### config.mk
export PLATFORM = sky130hd
export DESIGN_NAME = axilite_gpio_out
export DESIGN_NICKNAME = d
export VERILOG_FILES = /design/src/rtl/axilite_gpio_out.sv
export SDC_FILE = /design/constraint.sdc
export NUM_CORES = 1
export LEC_CHECK = 0
export BUFFER_PORTS_ARGS = -buffer_cell sky130_fd_sc_hd__buf_2
export CAP_MARGIN = 10
export CORE_AREA = 2 2 57 59
export DETAILED_ROUTE_END_ITERATION = 6
export DIE_AREA = 0 0 59 61
export GPL_ROUTABILITY_DRIVEN = 0
export GPL_TIMING_DRIVEN = 1
export PLACE_DENSITY = 0.93
export SYNTH_ARGS = -nofsm -noshare
export SYNTH_HDL_FRONTEND = slang
export SYNTH_SLANG_ARGS = --single-unit
### constraint.sdc
create_clock -name clock_i -period 4.3 [get_ports clock_i]
set_input_delay 0.86 -clock clock_i [delete_from_list [all_inputs] [get_ports clock_i]]
set_output_delay 0.86 -clock clock_i [all_outputs]
set_load 0.01 [all_outputs]
### src/rtl/axilite_gpio_out.sv
// AXI4-Lite slave driving a bank of registered GPIO outputs.
// Registers (selected by address bits [3:2]): 0x0 DATA (RW), 0x4 SET (W1S),
// 0x8 CLR (W1C), 0xC unmapped (SLVERR). Read and write channels are independent.
//
// Write FSM
//   state  | meaning
//   IDLE   | waiting for AW and W (both ready)
//   GOT_AW | address latched, waiting for W
//   GOT_W  | data/strobes latched, waiting for AW
//   RESP   | register updated, bvalid held until bready
// Read FSM
//   state  | meaning
//   R_IDLE | waiting for AR
//   R_DATA | rdata/rresp registered, rvalid held until rready
module axilite_gpio_out #(
    parameter int NUM_GPIO_OUT = 1,
    parameter int ADDR_WIDTH   = 32
) (
    input  logic                    clock_i,
    input  logic                    reset_i,
    input  logic                    s_axilite_awvalid_i,
    output logic                    s_axilite_awready_o,
    input  logic [ADDR_WIDTH-1:0]   s_axilite_awaddr_i,
    input  logic                    s_axilite_wvalid_i,
    output logic                    s_axilite_wready_o,
    input  logic [31:0]             s_axilite_wdata_i,
    input  logic [3:0]              s_axilite_wstrb_i,
    output logic                    s_axilite_bvalid_o,
    input  logic                    s_axilite_bready_i,
    output logic [1:0]              s_axilite_bresp_o,
    input  logic                    s_axilite_arvalid_i,
    output logic                    s_axilite_arready_o,
    input  logic [ADDR_WIDTH-1:0]   s_axilite_araddr_i,
    output logic                    s_axilite_rvalid_o,
    input  logic                    s_axilite_rready_i,
    output logic [31:0]             s_axilite_rdata_o,
    output logic [1:0]              s_axilite_rresp_o,
    output logic [NUM_GPIO_OUT-1:0] gpio_o
);

    typedef enum logic [1:0] {IDLE, GOT_AW, GOT_W, RESP} wr_state_t;
    typedef enum logic {R_IDLE, R_DATA} rd_state_t;

    localparam logic [1:0] SEL_DATA = 2'd0;
    localparam logic [1:0] SEL_SET  = 2'd1;
    localparam logic [1:0] SEL_CLR  = 2'd2;
    localparam logic [1:0] SEL_NONE = 2'd3;
    localparam logic [1:0] RESP_OKAY   = 2'b00;
    localparam logic [1:0] RESP_SLVERR = 2'b10;

    wr_state_t wr_state, wr_next;
    rd_state_t rd_state, rd_next;

    logic                    aw_hs, w_hs, ar_hs, wr_commit;
    logic [1:0]              aw_sel_q, eff_sel;
    logic [31:0]             wdata_q, eff_data, lane_mask, wbits32, rd_ext;
    logic [3:0]              wstrb_q, eff_strb;
    logic [NUM_GPIO_OUT-1:0] gpio_q, gpio_next, mask, wbits;
    logic [1:0]              bresp_q, rresp_q;
    logic [31:0]             rdata_q;
    logic                    unused_bits;

    // Upper address bits and the lane bits above the GPIO width are don't-care.
    assign unused_bits = ^{s_axilite_awaddr_i, s_axilite_araddr_i, wbits32, lane_mask};

    // Write FSM state register
    always_ff @(posedge clock_i) begin
        if (reset_i) wr_state <= IDLE;
        else         wr_state <= wr_next;
    end

    // Write FSM next state, ready/valid outputs and handshakes
    always_comb begin
        wr_next             = wr_state;
        s_axilite_awready_o = 1'b0;
        s_axilite_wready_o  = 1'b0;
        s_axilite_bvalid_o  = 1'b0;
        case (wr_state)
            IDLE: begin
                s_axilite_awready_o = 1'b1;
                s_axilite_wready_o  = 1'b1;
            end
            GOT_AW:  s_axilite_wready_o  = 1'b1;
            GOT_W:   s_axilite_awready_o = 1'b1;
            default: s_axilite_bvalid_o  = 1'b1;
        endcase
        // Readies must read 0 throughout reset even once the FSM sits in IDLE.
        if (reset_i) begin
            s_axilite_awready_o = 1'b0;
            s_axilite_wready_o  = 1'b0;
        end
        aw_hs = s_axilite_awvalid_i & s_axilite_awready_o;
        w_hs  = s_axilite_wvalid_i & s_axilite_wready_o;
        case (wr_state)
            IDLE: begin
                if (aw_hs && w_hs) wr_next = RESP;
                else if (aw_hs)    wr_next = GOT_AW;
                else if (w_hs)     wr_next = GOT_W;
            end
            GOT_AW:  if (w_hs)  wr_next = RESP;
            GOT_W:   if (aw_hs) wr_next = RESP;
            default: if (s_axilite_bready_i) wr_next = IDLE;
        endcase
        wr_commit = (wr_state != RESP) && (wr_next == RESP);
    end

    // Merge live and latched halves of the write, then apply the byte-lane update
    always_comb begin
        eff_sel   = (wr_state == GOT_AW) ? aw_sel_q : s_axilite_awaddr_i[3:2];
        eff_data  = (wr_state == GOT_W)  ? wdata_q  : s_axilite_wdata_i;
        eff_strb  = (wr_state == GOT_W)  ? wstrb_q  : s_axilite_wstrb_i;
        lane_mask = {{8{eff_strb[3]}}, {8{eff_strb[2]}}, {8{eff_strb[1]}}, {8{eff_strb[0]}}};
        wbits32   = eff_data & lane_mask;
        mask      = lane_mask[NUM_GPIO_OUT-1:0];
        wbits     = wbits32[NUM_GPIO_OUT-1:0];
        case (eff_sel)
            SEL_DATA: gpio_next = (gpio_q & ~mask) | wbits;
            SEL_SET:  gpio_next = gpio_q | wbits;
            SEL_CLR:  gpio_next = gpio_q & ~wbits;
            default:  gpio_next = gpio_q;
        endcase
    end

    // Latch partial AW/W halves; commit register and response on entry to RESP
    always_ff @(posedge clock_i) begin
        if (reset_i) begin
            aw_sel_q <= '0;
            wdata_q  <= '0;
            wstrb_q  <= '0;
            gpio_q   <= '0;
            bresp_q  <= RESP_OKAY;
        end else begin
            if (aw_hs) aw_sel_q <= s_axilite_awaddr_i[3:2];
            if (w_hs) begin
                wdata_q <= s_axilite_wdata_i;
                wstrb_q <= s_axilite_wstrb_i;
            end
            if (wr_commit) begin
                gpio_q  <= gpio_next;
                bresp_q <= (eff_sel == SEL_NONE) ? RESP_SLVERR : RESP_OKAY;
            end
        end
    end

    // Read FSM state register
    always_ff @(posedge clock_i) begin
        if (reset_i) rd_state <= R_IDLE;
        else         rd_state <= rd_next;
    end

    // Read FSM next state and handshake outputs
    always_comb begin
        rd_next             = rd_state;
        s_axilite_arready_o = (rd_state == R_IDLE) && !reset_i;
        s_axilite_rvalid_o  = (rd_state == R_DATA);
        ar_hs               = s_axilite_arvalid_i & s_axilite_arready_o;
        case (rd_state)
            R_IDLE:  if (ar_hs) rd_next = R_DATA;
            default: if (s_axilite_rready_i) rd_next = R_IDLE;
        endcase
    end

    // Zero-extend the register to the 32-bit read bus
    always_comb begin
        rd_ext                   = '0;
        rd_ext[NUM_GPIO_OUT-1:0] = gpio_q;
    end

    // Capture read data at the AR handshake; it sees the pre-update register
    always_ff @(posedge clock_i) begin
        if (reset_i) begin
            rdata_q <= '0;
            rresp_q <= RESP_OKAY;
        end else if (ar_hs) begin
            if (s_axilite_araddr_i[3:2] == SEL_NONE) begin
                rdata_q <= '0;
                rresp_q <= RESP_SLVERR;
            end else begin
                rdata_q <= rd_ext;
                rresp_q <= RESP_OKAY;
            end
        end
    end

    assign s_axilite_bresp_o = bresp_q;
    assign s_axilite_rdata_o = rdata_q;
    assign s_axilite_rresp_o = rresp_q;
    assign gpio_o            = gpio_q;

endmodule
Word-level counts from Yosys, hierarchy flattened
Cells that the tools add are included.

Bits in registers: 44. Output and inout bits: 42. Logic and storage cells: 61.

Eq/ne operators: 8. Mux-type cells: 22. Bitwise logic cells: 11. Reduce and logical (&&, ||, !) cells: 11.

Operator list (number): 2-to-1 mux 2 bit (9); 2-to-1 mux 1 bit (11); == test 2 bit, second input constant (5); AND 1 bit (6); case mux 2 bit (3 select lines) (1); == test 2 x 1 -> 1 bit, second input constant (2); zero test 2 bit (2); OR reduction 2 bit (2); logical AND 1 bit (3); inverter 1 bit (3); case mux 1 bit (3 select lines) (1); nonzero test 3 bit (1); OR reduction 3 bit (1); inequality test 2 bit, second input constant (1); bitwise OR 1 bit (2); AND reduction 2 bit (1); zero test 1 bit (1).

Depth between registers and ports, before layout
Gate-level depths: netlist (run 1).

Depth after elaboration: 12. Gate-level depth with buffers: 5. Depth with buffers taken out: 5.

Worst setup path before layout (run 1)
Ideal clock, no wire load.

Path kind: in2out. Start point: input reset_i. End point: output s_axilite_arready_o. Data arrival time: 1.233 ns. Path slack: 2.207 ns. Cell stages on the path: 2. Path buffers: 1. Cell sequence: clkbuf_1 > nor2_1.

Longest elaborated chain between the ends: 2.

RTL lines: start, declared (RTL line 20) `input logic reset_i,`; zero test 1 bit (RTL line 154) `s_axilite_arready_o = (rd_state == R_IDLE) && !reset_i;`; logical AND 1 bit (RTL line 154); end, declared (RTL line 32) `output logic s_axilite_arready_o,`.

No other way between the ends.

Worst setup path in the final report (run 1)
Ends and elaborated chain as after synthesis.

==> run summary, run 1 <==
Slew Limit Fails: 0
area grow syn2layout: 5.35%
mapped cell area: 772 µm²
Fillers: 318
number of diodes: 0
Inst Count DP: 144
M1 GR Usage: 0.0847
met2 global-route usage: 0.122
Max IR drop VDD: 0.000149 V
total wire length: 1250 µm
Hold Path Origin: wstrb_q[0]
via count: 568
Synth Warn #: 0
Clock Tree Root: clkbuf_4
flop and latch count out of synthesis: 11
Critical Path RT: 3.44 ns
Post-synth top cells: 33 x buf_4, 13 x nor2_1, 11 x dfxtp_1
post-route ant nets: 0
sequential share of power: 0.483
R2R depth: 4
busiest grt layer: met2
area leader, netlist: buf_4
Distinct cells, synth: 19
status: complete, no violations
Final TNS setup: 0 ns
Syn Inst Count: 92
Post-DP Area: 787 µm²
grt ovf: 0
Final Critical Period: 2.17 ns
Buffers on Ports: 21
dominant synthesized flop cell: dfxtp_1
slowest CP cell: buf_2
Crit. Startpoint: reset_i
Static Leak: 0.441 nW
Die Span X: 59 µm
CTS tree: done
register area: 220 µm²
cell repeated most along the worst path: buf_2
antenna violations before repair: 0
vias in the first global route: 463
Die Ht: 61 µm
wire per inst: 8.46 µm
die area: 3600 µm²
core box area: 2950 µm²
Post-CTS Setup Bufs: 0
largest net degree at the start of global routing: 16
met3 Use GR: 0.0192
Data arrival, critical path: 1.31 ns
CP endpoint kind: output pin
crit-path max FO: 15
Cell Rows: 20
First-pass DRT Iterations: 4
slowest cell delay on critical path: 0.23 ns
non-filler cells, final: 148
Initial Utilization: 0.261
first-pass GRT wire length: 1990 µm
Logic pwr share: 0.225
H-tree level count: 1
sequential area share after synthesis: 0.285
# IOs: 149
class of the worst hold path: flop to flop
Setup CP Type: input pin to output pin
PD cells: 284 nW/µm²
Final Cycle Share: 0.504
Async S/R FF share, synth: 0
post-route cell area: 813 µm²
clk_skew: 0.00332 ns
cts-stage hold buffer count: 0
Final Hold Violating Endpoints: 0
clock share of power: 0.292
Sink Count: 11
Final setup viols: 0
worst r2r src: wr_state[0]
Net Sw Frac: 0.297
Synth top area share: 0.321
HPWL after detailed placement: 1090 µm
Pint: 0.000163 W
Mean Syn Cell Area: 8.39 µm²
Psw: 0.0000687 W
number of buffers created by CTS: 3
DR iter-0 viols: 16
Max Cap Viol: 0
worst-skew pair later-pin latency: 0.26 ns
final net count: 223
total chip power: 0.000231 W
EDFF count, synth: 0
clock buffer depth: 2
Worst setup SP type: input pin
top post-synthesis cells by area: buf_4 32%, dfxtp_1 29%, mux2i_1 12%, nor2_1 6.3%, nand2b_1 3.2%
Resize count post-CTS: 0
Total GRT Usage: 0.0740
cell chain of the critical path: buf_2 -> nor2_1 -> buf_2
clock slew at reported path FFs: 0.07 ns
Post-route DRC: 0
fmax: 462 MHz
DR vias/cell: 3.84
layout cells sized above 1: 0.235
footprint of the multi-input gates: 420 µm²
most frequent cell after synthesis: buf_4
hold depth: 2
RSZ-0062 raised after global routing: false
[per-layer routing]
| metal | routed length, µm | part of all wire |
|---|---|---|
| met1 | 471 | 0.38 |
| met3 | 154 | 0.12 |
| met4 | 0 | 0 |
| met2 | 626 | 0.50 |
| met5 | 0 | 0 |
[area by class of cell]
cell class	count	share of cell area
Multi-Input combinational cell	79	0.517
Sequential cell	11	0.271
Timing Repair Buffer	21	0.129
Tap cell	33	0.0508
Clock buffer	4	0.0323
[metrics by stage]
| step | setup slack, ns | utilization | hold WS, ns |
|---|---|---|---|
| floorplan | 2.21 | - | 0.460 |
| global placement | 2.08 | 0.267 | 0.473 |
| detailed placement | 2.08 | 0.267 | 0.483 |
| CTS | 2.12 | 0.275 | 0.501 |
| global route | 2.07 | 0.275 | 0.528 |
| finish | 2.13 | 0.275 | 0.502 |
[path summary, 6_finish.rpt]
check / end / slack, ns
setup / recovery: s_axilite_arready_o / 2.13
hold / removal: wstrb_q[0] / 0.50
setup reg to reg: gpio_o / 2.65
hold reg to reg: wstrb_q[0] / 0.50
[critical path, delay by kind of cell]
kind | cells | cell delay (ns)
buf+inv | 2 | 0.37
simple gates | 1 | 0.07
[cell usage in the layout (no fill, tap or decap)]
master / instances
conb_1: 33
buf_2: 21
nor2_1: 13
dfxtp_1: 11
mux2i_1: 9
nand2b_1: 4
a21oi_1: 4
nand2_1: 3
nor2b_1: 3
clkbuf_4: 3
a211oi_1: 2
and2_4: 1
or4_4: 1
a22oi_1: 1
nor4_1: 1
mux2_2: 1
o21bai_1: 1
and3_1: 1
o41ai_1: 1
clkbuf_1: 1
[cell families after synthesis]
family	after synthesis	share of synthesized area
AND/OR/NAND/NOR	27	0.177
buffers and inverters	34	0.326
other	1	0.00486
AO/OA/AOI/OAI	9	0.0762
flip-flops	11	0.285
multiplexers	10	0.131
[flip-flops by register name, indices dropped and copies added (netlist names)]
signal and count:
aw_sel_q 2, wr_state 2, gpio_o 1, s_axilite_bresp_o 1, s_axilite_rdata_o 1, s_axilite_rresp_o 1, s_axilite_rvalid_o 1, wdata_q 1
wstrb_q 1
[power groups by stage]
stage | Combinational [W] | Clock, W | Sequential [W]
CTS | 0.0000520 | 0.0000722 | 0.000112
global route | 0.0000589 | 0.0000769 | 0.000113
global placement | 0.0000508 | 0 | 0.000114
detailed placement | 0.0000519 | 0 | 0.000114
finish | 0.0000521 | 0.0000675 | 0.000112
floorplan | 0.0000589 | 0 | 0.000114
Note: power is estimated with default switching activity, not from simulation.
==> inputs of run 2 (changes only) <==
==> config.mk (replaced) <==
export PLATFORM = sky130hd
export DESIGN_NAME = axilite_gpio_out
export DESIGN_NICKNAME = d
export VERILOG_FILES = /design/src/rtl/axilite_gpio_out.sv
export SDC_FILE = /design/constraint.sdc
export NUM_CORES = 1
export LEC_CHECK = 0
export ABC_AREA = 1
export BUFFER_PORTS_ARGS = -buffer_cell sky130_fd_sc_hd__buf_2
export CAP_MARGIN = 10
export CORE_UTILIZATION = 27
export DETAILED_ROUTE_END_ITERATION = 6
export GPL_ROUTABILITY_DRIVEN = 0
export GPL_TIMING_DRIVEN = 1
export PLACE_DENSITY = 0.92
export SYNTH_ARGS = -nofsm -noshare
export SYNTH_HDL_FRONTEND = slang
export SYNTH_SLANG_ARGS = --single-unit
==> constraint.sdc (replaced) <==
create_clock -name clock_i -period 2 [get_ports clock_i]
set_input_delay 0.4 -clock clock_i [delete_from_list [all_inputs] [get_ports clock_i]]
set_output_delay 0.4 -clock clock_i [all_outputs]
set_load 0.01 [all_outputs]
==> run 2 against run 1 <==
The flow now finishes with violations (DRC). Via count is 26% higher. Clock-buffer cell count unchanged. Sequential power rose by 120%. Worst setup slack lost 1.6 ns. Routed wire length up 18%. Clock skew about the same. Largest cell class unchanged. Synthesized area is 9.7% higher. Highest routed layer unchanged. Critical path depth unchanged. Hold slack worse by 0.18 ns. Die area decreased by 6.5%. Utilization is 3.2 points higher.
==> run summary, run 2 <==
Sink Count: 11
footprint of the multi-input gates: 447 µm²
class of the worst hold path: input pin to flop
Max Cap Viol: 0
crit-path max FO: 9
Die Ht: 58.0 µm
Final setup viols: 0
top post-synthesis cells by area: buf_4 29%, dfxtp_1 26%, nand2_1 15%, nand3_1 7.7%, inv_1 3.5%
Worst setup SP type: flop
Die Span X: 58.0 µm
Util after Layout: 0.308
Synth Warn #: 0
Mean Syn Cell Area: 6.78 µm²
area leader, netlist: buf_4
most frequent cell after synthesis: nand2_1
flop and latch count out of synthesis: 11
Final TNS setup: 0 ns
R2R depth: 8
RSZ-0062 raised after global routing: false
Cell Rows: 19
Fillers: 322
most frequent cells in the layout: 34 x nand2_1, 33 x conb_1, 21 x buf_2
Setup WS post-layout: 0.492 ns
clk_skew: 0.00292 ns
area grow syn2layout: 3.69%
non-filler cells, final: 179
cts-stage hold buffer count: 0
Clock Tree Root: clkbuf_4
total wire length: 1480 µm
Post-CTS Setup Bufs: 0
HPWL after detailed placement: 1190 µm
Synth top area share: 0.292
Syn Inst Count: 125
post-route ant nets: 0
sequential area share after synthesis: 0.260
Post-route DRC: 4
Final Cycle Share: 0.754
Slew Limit Fails: 0
antenna violations before repair: 0
failing checks: DRC
Final Hold Violating Endpoints: 0
# IOs: 149
vias in the first global route: 527
total chip power: 0.000539 W
Resize count post-CTS: 0
status: finished, violations left
layout cells sized above 1: 0.216
CP endpoint kind: output pin
Distinct cells, synth: 19
clock buffer depth: 2
Largest regs: aw_sel_q (2), wr_state (2)
Total GRT Usage: 0.0920
Inst Count DP: 175
number of diodes: 0
hold depth: 2
number of buffers created by CTS: 3
final net count: 256
Initial Utilization: 0.297
Final Critical Period: 1.51 ns
DR iter-0 viols: 22
via count: 715
PD cells: 614 nW/µm²
grt ovf: 0
H-tree level count: 1
commonest non-fill, non-tap cell in the layout: nand2_1
clock slew at reported path FFs: 0.07 ns
core box area: 2850 µm²
Buffers on Ports: 21
die area: 3370 µm²
dominant synthesized flop cell: dfxtp_1
Static Leak: 0.518 nW
largest net degree at the start of global routing: 10
fmax: 663 MHz
wire per inst: 8.27 µm
DR vias/cell: 3.99
Data arrival, critical path: 1.11 ns
Critical Path RT: 1.60 ns
First-pass DRT Iterations: 7
CTS tree: done
Post-synth top cells: 34 x nand2_1, 33 x buf_4, 13 x nand3_1
EDFF count, synth: 0
Async S/R FF share, synth: 0
worst slack, placed: 0.652 ns
worst-skew pair later-pin latency: 0.26 ns
register area: 220 µm²
first-pass GRT wire length: 2340 µm
Setup CP Type: flop to output pin
Max IR drop VDD: 0.000274 V
mapped cell area: 847 µm²
==> run 2: cell types whose count changed after synthesis, moves of 3 or more <==
| cell | before | now |
|---|---|---|
| inv_1 | 0 | 8 |
| nand2b_1 | 4 | 0 |
| o21ai_0 | 0 | 4 |
| nor2b_1 | 3 | 0 |
| nand3_1 | 0 | 13 |
| nand2_1 | 3 | 34 |
| mux2i_1 | 9 | 0 |
| nor2_1 | 13 | 4 |
==> run 2: layout make-up <==
cell class / count / area share
multi-input combinational: 101 / 0.509
sequential: 11 / 0.251
timing repair buffer: 21 / 0.120
inverter: 11 / 0.0470
tap: 31 / 0.0442
clock buffer: 4 / 0.0299
==> run 2: kinds of logic after synthesis <==
family	Yosys count	share of synthesized area
simple gates	59	0.322
flops	11	0.260
compound gates	9	0.0591
other cells	1	0.00443
buf+inv	45	0.355
==> run 2: where the power goes <==
part	switching (W)	total, W	internal [W]
Combinational	0.0000926	0.000136	0.0000435
Clock	0.0000754	0.000153	0.0000771
Sequential	0.0000158	0.000250	0.000234
==> run 2: final timing paths <==
check,start,to,slack [ns]
setup reg to reg,wr_state[0],gpio_o,0.65
hold / removal,s_axilite_rready_i,s_axilite_rvalid_o,0.32
hold reg to reg,s_axilite_rdata_o[0],s_axilite_rdata_o[0],0.46
setup / recovery,wr_state[0],s_axilite_bvalid_o,0.49
==> run 2: per-layer routing <==
layer | wire [µm] | vias to the layer above | GRT usage
met5 | 0 | - | 0
met4 | 0 | 0 | 0.0408
met3 | 133 | 0 | 0.0313
met2 | 633 | 39 | 0.123
met1 | 715 | 301 | 0.132
li1 | - | 375 | -
==> run 2: worst max-delay path: stages, from the launching register on <==
cell and delay, ns:
dfxtp_1 0.56, nand2_1 0.11, inv_1 0.06, buf_2 0.12
==> run 2: metrics by stage <==
stage          hold WS [ns]  area, µm²
2_1_floorplan         0.445        967
3_3_place_gp          0.452        852
3_5_place_dp          0.455        852
4_1_cts               0.318        878
5_1_grt               0.335        878
6_report              0.324        878
